==> config.mk <==
export PLATFORM = sky130hd
export DESIGN_NAME = life_mem_arbiter
export DESIGN_NICKNAME = d
export VERILOG_FILES = /design/src/rtl/life_pkg.sv /design/src/rtl/life_mem_arbiter_tag_pipe.sv /design/src/rtl/life_mem_arbiter.sv
export SDC_FILE = /design/constraint.sdc
export NUM_CORES = 1
export LEC_CHECK = 0
export ABC_AREA = 0
export CAP_MARGIN = 20
export CORE_MARGIN = 10
export CORE_UTILIZATION = 41
export CTS_CLUSTER_DIAMETER = 120
export CTS_CLUSTER_SIZE = 14
export DETAILED_ROUTE_END_ITERATION = 10
export HOLD_SLACK_MARGIN = 0.06
export PLACE_DENSITY = 0.86
export SETUP_SLACK_MARGIN = 0.2
export SKIP_CTS_REPAIR_TIMING = 1
export SLEW_MARGIN = 40
export SYNTH_ARGS = -nofsm -noshare
export SYNTH_HDL_FRONTEND = slang
export SYNTH_SLANG_ARGS = --single-unit
==> constraint.sdc <==
create_clock -name clk_in -period 3.2 [get_ports clk_in]
set_input_delay 0.48 -clock clk_in [delete_from_list [all_inputs] [get_ports clk_in]]
set_output_delay 0.48 -clock clk_in [all_outputs]
set_load 0.05 [all_outputs]
==> src/rtl/life_pkg.sv <==
// Shared types for the Life memory arbiter: generation FSM states and the
// per-access tag that follows each read through the memory latency.
package life_pkg;

    typedef enum logic [1:0] {
        IDLE      = 2'd0,
        COMPUTE   = 2'd1,
        WAIT_SYNC = 2'd2
    } arb_state_t;

    typedef struct packed {
        logic render_rd;
        logic upd_rd;
    } mem_tag_t;

endpackage : life_pkg

==> src/rtl/life_mem_arbiter_tag_pipe.sv <==
// Fixed-depth shift register that carries an access tag alongside the memory
// read latency so returning data can be attributed to its requester.
module tag_pipe
    import life_pkg::*;
#(
    parameter int  DEPTH = 3,
    parameter type tag_t = mem_tag_t
) (
    input  logic clk_in,
    input  logic rst_in,
    input  tag_t tag_in,
    output tag_t tag_out
);

    tag_t stage_q [DEPTH];
    tag_t stage_d [DEPTH];

    always_comb begin
        stage_d[0] = tag_in;
        for (int i = 1; i < DEPTH; i++) begin
            stage_d[i] = stage_q[i-1];
        end
    end

    always_ff @(posedge clk_in or posedge rst_in) begin
        if (rst_in) begin
            for (int i = 0; i < DEPTH; i++) begin
                stage_q[i] <= '0;
            end
        end else begin
            for (int i = 0; i < DEPTH; i++) begin
                stage_q[i] <= stage_d[i];
            end
        end
    end

    assign tag_out = stage_q[DEPTH-1];

endmodule : tag_pipe

==> src/rtl/life_mem_arbiter.sv <==
// Single-port cell memory arbiter: renderer has absolute priority, updater takes
// idle cycles via req/grant, and display/work banks swap only at frame sync.
module life_mem_arbiter
    import life_pkg::*;
#(
    parameter int ADDR_SIZE   = 16,
    parameter int LINE_WIDTH  = 8,
    parameter int MEM_LATENCY = 2
) (
    input  logic                  clk_in,
    input  logic                  rst_in,
    input  logic                  render_valid_in,
    input  logic [ADDR_SIZE-2:0]  render_addr_in,
    output logic [LINE_WIDTH-1:0] render_data_out,
    input  logic                  upd_req_in,
    input  logic                  upd_we_in,
    input  logic [ADDR_SIZE-2:0]  upd_addr_in,
    input  logic [LINE_WIDTH-1:0] upd_wdata_in,
    output logic                  upd_gnt_out,
    output logic [LINE_WIDTH-1:0] upd_rdata_out,
    output logic                  upd_rvalid_out,
    output logic                  step_start_out,
    input  logic                  gen_done_in,
    input  logic                  frame_sync_in,
    input  logic                  run_in,
    output logic                  disp_bank_out,
    output logic [15:0]           gen_count_out,
    output logic [ADDR_SIZE-1:0]  mem_addr_out,
    output logic                  mem_we_out,
    output logic [LINE_WIDTH-1:0] mem_wdata_out,
    input  logic [LINE_WIDTH-1:0] mem_rdata_in
);

    localparam int TAG_DEPTH = 1 + MEM_LATENCY;

    arb_state_t            state_q, state_d;
    logic                  bank_q, bank_d;
    logic [15:0]           gen_q, gen_d;
    logic                  step_q, step_d;
    logic [ADDR_SIZE-1:0]  mem_addr_q, mem_addr_d;
    logic                  mem_we_q, mem_we_d;
    logic [LINE_WIDTH-1:0] mem_wdata_q, mem_wdata_d;
    logic                  gnt;
    mem_tag_t              tag_in, tag_tail;
    logic                  unused_render_tag;

    // Generation sequencer; frame_sync is only acted on in IDLE and WAIT_SYNC.
    always_comb begin
        state_d = state_q;
        bank_d  = bank_q;
        gen_d   = gen_q;
        step_d  = 1'b0;
        case (state_q)
            IDLE: begin
                if (frame_sync_in && run_in) begin
                    step_d  = 1'b1;
                    state_d = COMPUTE;
                end
            end
            COMPUTE: begin
                if (gen_done_in) begin
                    state_d = WAIT_SYNC;
                end
            end
            WAIT_SYNC: begin
                if (frame_sync_in) begin
                    bank_d = ~bank_q;
                    gen_d  = gen_q + 16'd1;
                    if (run_in) begin
                        step_d  = 1'b1;
                        state_d = COMPUTE;
                    end else begin
                        state_d = IDLE;
                    end
                end
            end
            default: state_d = IDLE;
        endcase
    end

    assign gnt = upd_req_in & ~render_valid_in & (state_q == COMPUTE);

    // Reads always hit the displayed bank; updater writes go to the hidden one.
    always_comb begin
        mem_addr_d  = mem_addr_q;
        mem_we_d    = 1'b0;
        mem_wdata_d = upd_wdata_in;
        tag_in      = '0;
        if (render_valid_in) begin
            mem_addr_d       = {bank_q, render_addr_in};
            tag_in.render_rd = 1'b1;
        end else if (gnt) begin
            if (upd_we_in) begin
                mem_addr_d = {~bank_q, upd_addr_in};
                mem_we_d   = 1'b1;
            end else begin
                mem_addr_d    = {bank_q, upd_addr_in};
                tag_in.upd_rd = 1'b1;
            end
        end
    end

    always_ff @(posedge clk_in or posedge rst_in) begin
        if (rst_in) begin
            state_q     <= IDLE;
            bank_q      <= 1'b0;
            gen_q       <= 16'd0;
            step_q      <= 1'b0;
            mem_addr_q  <= '0;
            mem_we_q    <= 1'b0;
            mem_wdata_q <= '0;
        end else begin
            state_q     <= state_d;
            bank_q      <= bank_d;
            gen_q       <= gen_d;
            step_q      <= step_d;
            mem_addr_q  <= mem_addr_d;
            mem_we_q    <= mem_we_d;
            mem_wdata_q <= mem_wdata_d;
        end
    end

    tag_pipe #(
        .DEPTH (TAG_DEPTH),
        .tag_t (mem_tag_t)
    ) u_tag_pipe (
        .clk_in  (clk_in),
        .rst_in  (rst_in),
        .tag_in  (tag_in),
        .tag_out (tag_tail)
    );

    // Renderer latency is fixed, so its tag is carried only for symmetry.
    assign unused_render_tag = tag_tail.render_rd;

    assign upd_gnt_out     = gnt;
    assign render_data_out = mem_rdata_in;
    assign upd_rdata_out   = mem_rdata_in;
    assign upd_rvalid_out  = tag_tail.upd_rd;
    assign step_start_out  = step_q;
    assign disp_bank_out   = bank_q;
    assign gen_count_out   = gen_q;
    assign mem_addr_out    = mem_addr_q;
    assign mem_we_out      = mem_we_q;
    assign mem_wdata_out   = mem_wdata_q;

endmodule : life_mem_arbiter

==> metrics.cfg, run 1 <==
[outcome]
status=completed

[global_route]
grt_overflow_total=0
grt_pass1_vias=1595
grt_antenna_before_repair=0
track_usage=0.117
grt_pass1_wl_um=7910
grt_max_degree=49

[timing]
fin_worst_skew_ns=0.00425
period_needed_ns=2.12
period_share=0.664
holdWs_ns=0.352
hold_viol=0
fmax_ghz=0.471
rsz0062_at_grt=false
setup_viol=0
relSlewSlack=0.615
worst_pin_slew_ns=0.578
fin_tns_setup_ns=0
maxSlewViolCount=0

[clock_tree]
cts_made_buffers=5
worst_skew_pair.late_latency_ns=0.29
clk_pin_slew_worst_paths_ns=0.08
cts_tree=built
clk_path_buf_depth=2
root_buffer=clkbuf_8
cts_sinks=48
htreeDepth=2

[floorplanning]
die_width_um=91.0
rows=25
core_area_sq_mm=0.00482
pin_count=115
dieArea_sq_mm=0.00827
fp.dieH_um=91.0
start_util=0.429

[worst_setup_path]
worstPathArrival_ns=1.64
crit_type=reg -> out
cp-start-kind=flop
critPathLaunch=gen_count_out[3]
slowest_delay_ns=0.87
crit_required_ns=2.72
crit_family=buffers and inverters
crit_path_top_delay_cell=clkdlybuf4s50_1
crit_fanout=6
cp_cell_sequence=clkdlybuf4s50_1
critical_path_buf_inv_count=1
end_kind=primary output
r2r_start=state_q[0]

[layout]
design_area_sq_mm=0.00303
num_antenna_cells=0
seqCellArea_sq_mm=0.00120
area_delta_synth_final_pct=46.8
multiInputGateArea_sq_um=699
fin_nets=309
nFillCells=415
fin_cells=322
layout-drive-gt1-share=0.0627

[placement]
place_hpwl_um=3830
numPortBuffers=90
placed_area_sq_mm=0.00292
dp_cells=314
finalWeightedCongestion=0.787

[route]
dr.first_iter.drc_count=34
vias=1483
ant_nets=0
drcViolationCount=0
dr.pass1.iters=2
wl_per_cell_um=15.0
wl_um=4830
viasPerCell=4.61

[logic_synthesis]
ys_warn_count=0
post-synth-top-count-cell=dfrtp_1
yosys-top-cells-count=dfrtp_1 (48), nand2_1 (23), buf_4 (17), o21ai_0 (17), mux2i_1 (15)
synth_seq_area_share=0.582
synth.top_cells.by_area=dfrtp_1 (58%), mux2i_1 (7.3%), buf_4 (6.2%), xnor2_1 (5.5%), nand2_1 (4.2%)
avgSynthCellArea_sq_um=11.6
netlist-cell-type-count=28
syn_inst=178
syn-cell-area_sq_mm=0.00206
synth_top_flop_cell=dfrtp_1
ys_seq_elements=48
syn-num-nets=233
netlist.area_leader.share=0.582
synth_edf_count=0
yosys.area.top_type=dfrtp_1
async_flop_share=1.00

[worst_hold_path]
min-delay-start=u_tag_pipe.stage_d[2]
hp-class=reg -> reg

[pwr]
cellLeakagePower_nw=1.42
vdd_drop_max_mv=0.250
power.density_mw_per_mm2=553

[job]
maxCapViolCount=0

-- placed cells by master, fill, tap and decap left out, types with 2 or more instances in the layout --
cell type / Yosys / layout
mux2i_1: 15 / 15
buf_4: 17 / 2
inv_1: 3 / 2
xor2_1: 3 / 3
o22ai_1: 2 / 2
nor2_1: 6 / 6
nand2_1: 23 / 23
dfrtp_1: 48 / 48
or2b_1: 2 / 2
and3_1: 3 / 3
clkbuf_8: 0 / 5
nand3_1: 8 / 8
clkdlybuf4s50_1: 0 / 89
xnor2_1: 13 / 13
o21ai_0: 17 / 17
-- path summary, 6_finish.rpt --
kind / depth (start not counted) / slack (ns) / to
max: 1 / 1.08 / gen_count_out[3]
min: 0 / 0.35 / u_tag_pipe.stage_d[0]
max reg2reg: 4 / 1.74 / gen_count_out[15]
min reg2reg: 0 / 0.35 / u_tag_pipe.stage_d[0]
max in group asynchronous: 2 / 2.20 / mem_addr_out[10]
min in group asynchronous: 2 / 0.60 / mem_wdata_out[2]
-- power breakdown --
part	internal (W)	total, W	switching [W]
Combinational	0.000207	0.000530	0.000323
Clock	0.000232	0.000418	0.000186
Sequential	0.000670	0.000728	0.0000579
Total	0.00111	0.00168	0.000566
-- flip-flops by register name, summed over array words and instances (netlist names) --
signal,flops
state_q,2
u_tag_pipe.stage_d,2
mem_we_out,1
gen_count_out,16
u_tag_pipe.tag_out,1
mem_addr_out,16
mem_wdata_out,8
disp_bank_out,1
step_start_out,1
-- routing by layer --
metal	track usage	share of wire	vias up
li1	-	-	729
met1	0.120	0.40	685
met2	0.199	0.49	61
met3	0.0642	0.10	8
met4	0.0379	0.012	0
met5	0	0	-
-- logic make-up after synthesis --
kind of cell	Yosys count	synth area share
XOR/XNOR	16	0.0679
AO/OA/AOI/OAI	20	0.0497
flip-flops	48	0.582
adder cells (fa/ha/maj)	1	0.00606
multiplexers	15	0.0727
buffers and inverters	26	0.0794
AND/OR/NAND/NOR	52	0.142
-- metrics by stage --
step | setup slack, ns | power [W] | util
after floorplan | 1.26 | 0.00111 | -
after global placement | 1.23 | 0.00127 | 0.606
after detailed placement | 1.18 | 0.00128 | 0.607
after CTS | 1.06 | 0.00170 | 0.629
after global routing | 1.01 | 0.00176 | 0.629
final | 1.08 | 0.00168 | 0.629
-- area by class of cell --
type                            instances  share of cell area
Clock buffer                            6              0.0239
Clock inverter                          2              0.0116
Inverter                                3             0.00454
Multi-Input combinational cell        104               0.231
Sequential cell                        48               0.396
Tap cell                               67              0.0277
Timing Repair Buffer                   92               0.305
(Power assumes the default switching activity.)
==> run 2, diff against run 1 <==
Settings changed: CORE_UTILIZATION 41 to 38, PLACE_DENSITY 0.86 to 0.8.
Clock period 3.2 ns to 2.1 ns, I/O delays scaled along.
==> run 2 against run 1 <==
Against the previous run:
- count of clock-buffer cells in the layout unchanged
- sequential cell count unchanged
- global-route usage grew 0.25 points
- register-to-register slack worse by 1.1 ns
- power increased by 53%
- clock skew increased by 0.0030 ns
- critical endpoint is now gen_count_out[13]
- largest power group unchanged
- highest routed layer unchanged
==> metrics.cfg, run 2 (synthesis gave the netlist of run 1 again) <==
[layout]
design_area_sq_mm=0.00309  ; +1.9%
num_antenna_cells=0  ; unchanged
final_common_cell=clkdlybuf4s50_1
area_delta_synth_final_pct=49.7
layout-drive-gt1-share=0.0700  ; +0.00729
final_util=0.597  ; -0.0319
final_cell_mix=clkdlybuf4s50_1 (77), dfrtp_1 (48), nand2_1 (23)
nFillCells=436  ; +5.1%
fin_nets=311  ; +0.65%

[clock_tree]
htreeDepth=2  ; unchanged
cts_made_buffers=5  ; unchanged
cts_tree=built
cts_sinks=48  ; unchanged
root_buffer=clkbuf_8
clk_pin_slew_worst_paths_ns=0.08  ; about the same
worst_skew_pair.late_latency_ns=0.29  ; about the same
clk_path_buf_depth=2  ; unchanged

[timing]
relSlewSlack=0.642  ; +0.0270
period_needed_ns=1.84
fin_tns_setup_ns=0  ; unchanged
holdWs_ns=0.346  ; -0.00641 ns
period_share=0.874
fmax_ghz=0.545
rsz0062_at_grt=false
fin_worst_skew_ns=0.00720  ; +0.00295 ns
maxSlewViolCount=0  ; unchanged
worst_pin_slew_ns=0.536  ; -0.0422 ns
hold_viol=0  ; unchanged
setup_viol=0  ; unchanged

[worst_setup_path]
end_kind=primary output
reg2reg_depth=4  ; unchanged
worst-r2r-setup-slack_ns=0.64  ; -1.10 ns
r2r-end=gen_count_out[11]
crit_type=reg -> out
crit_required_ns=1.78  ; -0.94 ns
slowest_delay_ns=0.83  ; -0.04 ns
crit_path_top_delay_cell=clkdlybuf4s50_1
crit_family=buffers and inverters
cp-start-kind=flop
worstPathArrival_ns=1.52  ; -0.12 ns
crit_fanout=3  ; -3
r2r_start=state_q[0]
critical_path_buf_inv_count=1  ; unchanged
cp_cell_sequence=clkdlybuf4s50_1

[route]
ant_nets=0  ; unchanged
dr.pass1.iters=4  ; +2
drcViolationCount=0  ; unchanged
dr.first_iter.drc_count=44  ; +29%
vias=1538  ; +3.7%
viasPerCell=4.70  ; +2.1%
wl_per_cell_um=15.3  ; +1.7%
wl_um=4990  ; +3.3%

[placement]
placed_area_sq_mm=0.00295  ; +0.98%
place_hpwl_um=3920  ; +2.4%
finalWeightedCongestion=0.829  ; +5.3%
numPortBuffers=90  ; unchanged

[pwr]
power.density_mw_per_mm2=832  ; +51%
cellLeakagePower_nw=1.63  ; +15%
vdd_drop_max_mv=0.383  ; +54%
p_total_w=0.00257  ; +53%

[global_route]
grt_antenna_before_repair=0  ; unchanged
grt_overflow_total=0  ; unchanged
grt_pass1_wl_um=8440  ; +6.7%
track_usage=0.119  ; +0.00250
grt_pass1_vias=1727  ; +8.3%
grt_max_degree=34  ; -31%

[worst_hold_path]
hp-class=in -> async

[floorplanning]
pin_count=115  ; unchanged
rows=26  ; +4.0%
dieArea_sq_mm=0.00878  ; +6.1%
fp.dieH_um=93.7  ; +3.0%
die_width_um=93.7  ; +3.0%
core_area_sq_mm=0.00517  ; +7.4%
start_util=0.399  ; -0.0294

[job]
maxCapViolCount=0  ; unchanged

[outcome]
status=completed

[run 2: worst max path at each step]
| stage | start | end | slack [ns] | cells after the start |
|---|---|---|---|---|
| after floorplan | state_q[1] | upd_gnt_out | 0.33 | 3 |
| after global placement | frame_sync_in | gen_count_out[13] | 0.30 | 5 |
| after detailed placement | frame_sync_in | gen_count_out[11] | 0.25 | 5 |
| after CTS | gen_count_out[3] | gen_count_out[3] | 0.12 | 1 |
| after global routing | gen_count_out[13] | gen_count_out[13] | 0.21 | 1 |
| final | gen_count_out[13] | gen_count_out[13] | 0.26 | 1 |
[run 2: cell type report]
type                       instances  area (sq um)  area share
clock buffer                       6          72.6      0.0235
clock inverter                     2          35.0      0.0113
inverter                           3          11.3     0.00364
multi-input combinational        104           699       0.226
sequential                        48          1200       0.389
tap                               70          87.6      0.0283
timing repair buffer              94           983       0.318
[run 2: where the power goes]
part           total [W]  switching, W  internal [W]
Sequential       0.00111     0.0000899       0.00102
Clock           0.000645      0.000292      0.000353
Combinational   0.000814      0.000496      0.000318
[run 2: routing by layer]
layer	vias to the layer above	global-route usage	part of all wire
met3	9	0.0775	0.14
met4	0	0.0354	0.012
met1	728	0.130	0.39
met5	-	0	0
li1	729	-	-
met2	72	0.187	0.46
[run 2: stage by stage]
step / worst slack, ns / std cells
2_1_floorplan: 0.329 / 178
3_3_place_gp: 0.296 / 319
3_5_place_dp: 0.251 / 319
4_1_cts: 0.119 / 327
5_1_grt: 0.208 / 327
6_report: 0.264 / 327
==> run 3, diff against run 2 <==
Settings changed: CORE_MARGIN 10 to 2, CTS_CLUSTER_SIZE 14 to not set.
==> run 3 against run 2 <==
Against the previous run:
- clock skew shrank 0.0024 ns
- sequential cell count is the same
- critical path type unchanged
- combinational power shrank 1%
- sequential power is essentially flat
- register-to-register slack is essentially flat
- die area shrank 31%
- core utilization shrank 0.68 points
- first-iteration DRC count grew 30%
- clock power shrank 22%
- fmax shrank 0.55%
- critical endpoint is now gen_count_out[1]
- largest cell class unchanged
- critical path depth is the same
==> metrics.cfg, run 3 (synthesis gave the netlist of run 1 again) <==
[outcome]
status=completed

[pwr]
clockPowerShare=0.208  ; -0.043
swShare=0.355  ; +0.0129
seqPwrFrac=0.460  ; +0.028
internal-power_w=0.00157  ; -7.4%
p_total_w=0.00243  ; -5.6%
p_comb_frac=0.331  ; +0.014
vdd_drop_max_mv=0.395  ; +3.0%
cellLeakagePower_nw=1.58  ; -2.8%
power.switching_w=0.000860  ; -2.0%
power.density_mw_per_mm2=794  ; -4.5%

[route]
drcViolationCount=0  ; unchanged
vias=1545  ; +0.46%
wl_um=4280  ; -14%
wl_per_cell_um=13.1  ; -14%
dr.pass1.iters=4  ; unchanged
ant_nets=0  ; unchanged
dr.first_iter.drc_count=57  ; +30%
viasPerCell=4.74  ; +0.76%

[layout]
area_delta_synth_final_pct=48.0
seqCellArea_sq_mm=0.00120  ; unchanged
design_area_sq_mm=0.00306  ; -1.1%
num_antenna_cells=0  ; unchanged
layout-drive-gt1-share=0.0664  ; -0.00363
final_util=0.591  ; -0.00677
fin_nets=311  ; unchanged
nFillCells=441  ; +1.1%
final_common_cell=clkdlybuf4s50_1
final_cell_mix=clkdlybuf4s50_1 (79), dfrtp_1 (48), nand2_1 (23)
multiInputGateArea_sq_um=699  ; unchanged

[placement]
placed_area_sq_mm=0.00295  ; unchanged
finalWeightedCongestion=0.796  ; -4.0%
place_hpwl_um=3360  ; -14%
numPortBuffers=90  ; unchanged

[worst_setup_path]
crit_fanout=4  ; +1
critical_path_buf_inv_count=1  ; unchanged
worstPathArrival_ns=1.53  ; about the same
crit_path_top_delay_cell=clkdlybuf4s50_1
r2r-end=gen_count_out[15]
cp.depth=1  ; unchanged
cp-start-kind=flop
slowest_delay_ns=0.83  ; about the same
cp_cell_sequence=clkdlybuf4s50_1
crit_required_ns=1.78  ; about the same
r2r_start=state_q[0]
reg2reg_depth=4  ; unchanged
crit_family=buffers and inverters
worst-r2r-setup-slack_ns=0.65  ; about the same
end_kind=primary output
crit_type=reg -> out
critPathLaunch=gen_count_out[1]

[global_route]
grt_pass1_wl_um=7080  ; -16%
grt_pass1_vias=1551  ; -10%
grt_overflow_total=0  ; unchanged
track_usage=0.152  ; +0.0324
grt_max_degree=34  ; unchanged
grt_antenna_before_repair=0  ; unchanged

[clock_tree]
worst_skew_pair.late_latency_ns=0.29  ; about the same
clk_path_buf_depth=2  ; unchanged
cts_tree=built
cts_made_buffers=5  ; unchanged
htreeDepth=2  ; unchanged
root_buffer=clkbuf_8
cts_sinks=48  ; unchanged
clk_pin_slew_worst_paths_ns=0.08  ; about the same

[floorplanning]
start_util=0.399  ; unchanged
die_width_um=77.7  ; -17%
fp.dieH_um=77.7  ; -17%
core_area_sq_mm=0.00517  ; unchanged
dieArea_sq_mm=0.00604  ; -31%
pin_count=115  ; unchanged
rows=26  ; unchanged

[timing]
relSlewSlack=0.651  ; +0.00949
period_share=0.879  ; +0.00483
hold_viol=0  ; unchanged
fin_tns_setup_ns=0  ; unchanged
setup_viol=0  ; unchanged
maxSlewViolCount=0  ; unchanged
fin_worst_skew_ns=0.00480  ; -0.00240 ns
rsz0062_at_grt=false
fmax_ghz=0.542  ; -0.55%
period_needed_ns=1.85  ; +0.0101 ns
worst_pin_slew_ns=0.522  ; -0.0142 ns

[worst_hold_path]
hp-class=in -> async

[job]
maxCapViolCount=0  ; unchanged

run 3: cell type report:
class	count	area share
tap	70	0.0287
timing repair buffer	94	0.320
multi-input combinational	104	0.229
sequential	48	0.393
clock inverter	1	0.00164
inverter	3	0.00369
clock buffer	6	0.0238
run 3: power groups by stage:
stage          Sequential (W)  Combinational [W]  Clock [W]
2_1_floorplan         0.00144           0.000248          0
3_3_place_gp          0.00114           0.000803          0
3_5_place_dp          0.00114           0.000815          0
4_1_cts               0.00112           0.000817   0.000523
5_1_grt               0.00113           0.000848   0.000573
6_report              0.00112           0.000804   0.000506
run 3: worst register-to-register path, cell delays in order (launching register included):
cell and delay, ns:
dfrtp_1 0.44, nand3b_4 0.22, nor4_4 0.38, nand3_1 0.15, xnor2_1 0.14
run 3: worst max path at each step:
stage / endpoint / slack, ns
floorplan: upd_gnt_out / 0.33
global placement: gen_count_out[13] / 0.30
detailed placement: gen_count_out[15] / 0.25
CTS: gen_count_out[3] / 0.14
global route: gen_count_out[1] / 0.22
finish: gen_count_out[1] / 0.25
run 3: metal layers:
metal,wire length [um],share of wire,track usage,up-vias
met3,472,0.11,0.0733,14
met5,0,0,0,-
li1,-,-,-,728
met1,1600,0.37,0.161,724
met2,2100,0.49,0.253,79
met4,113,0.026,0.0696,0
run 3: through the flow:
step | instances | worst slack, ns | hold slack [ns]
6_report | 326 | 0.254 | 0.328
3_3_place_gp | 319 | 0.298 | 0.333
4_1_cts | 326 | 0.136 | 0.340
5_1_grt | 326 | 0.217 | 0.366
3_5_place_dp | 319 | 0.253 | 0.344
2_1_floorplan | 178 | 0.329 | 0.331
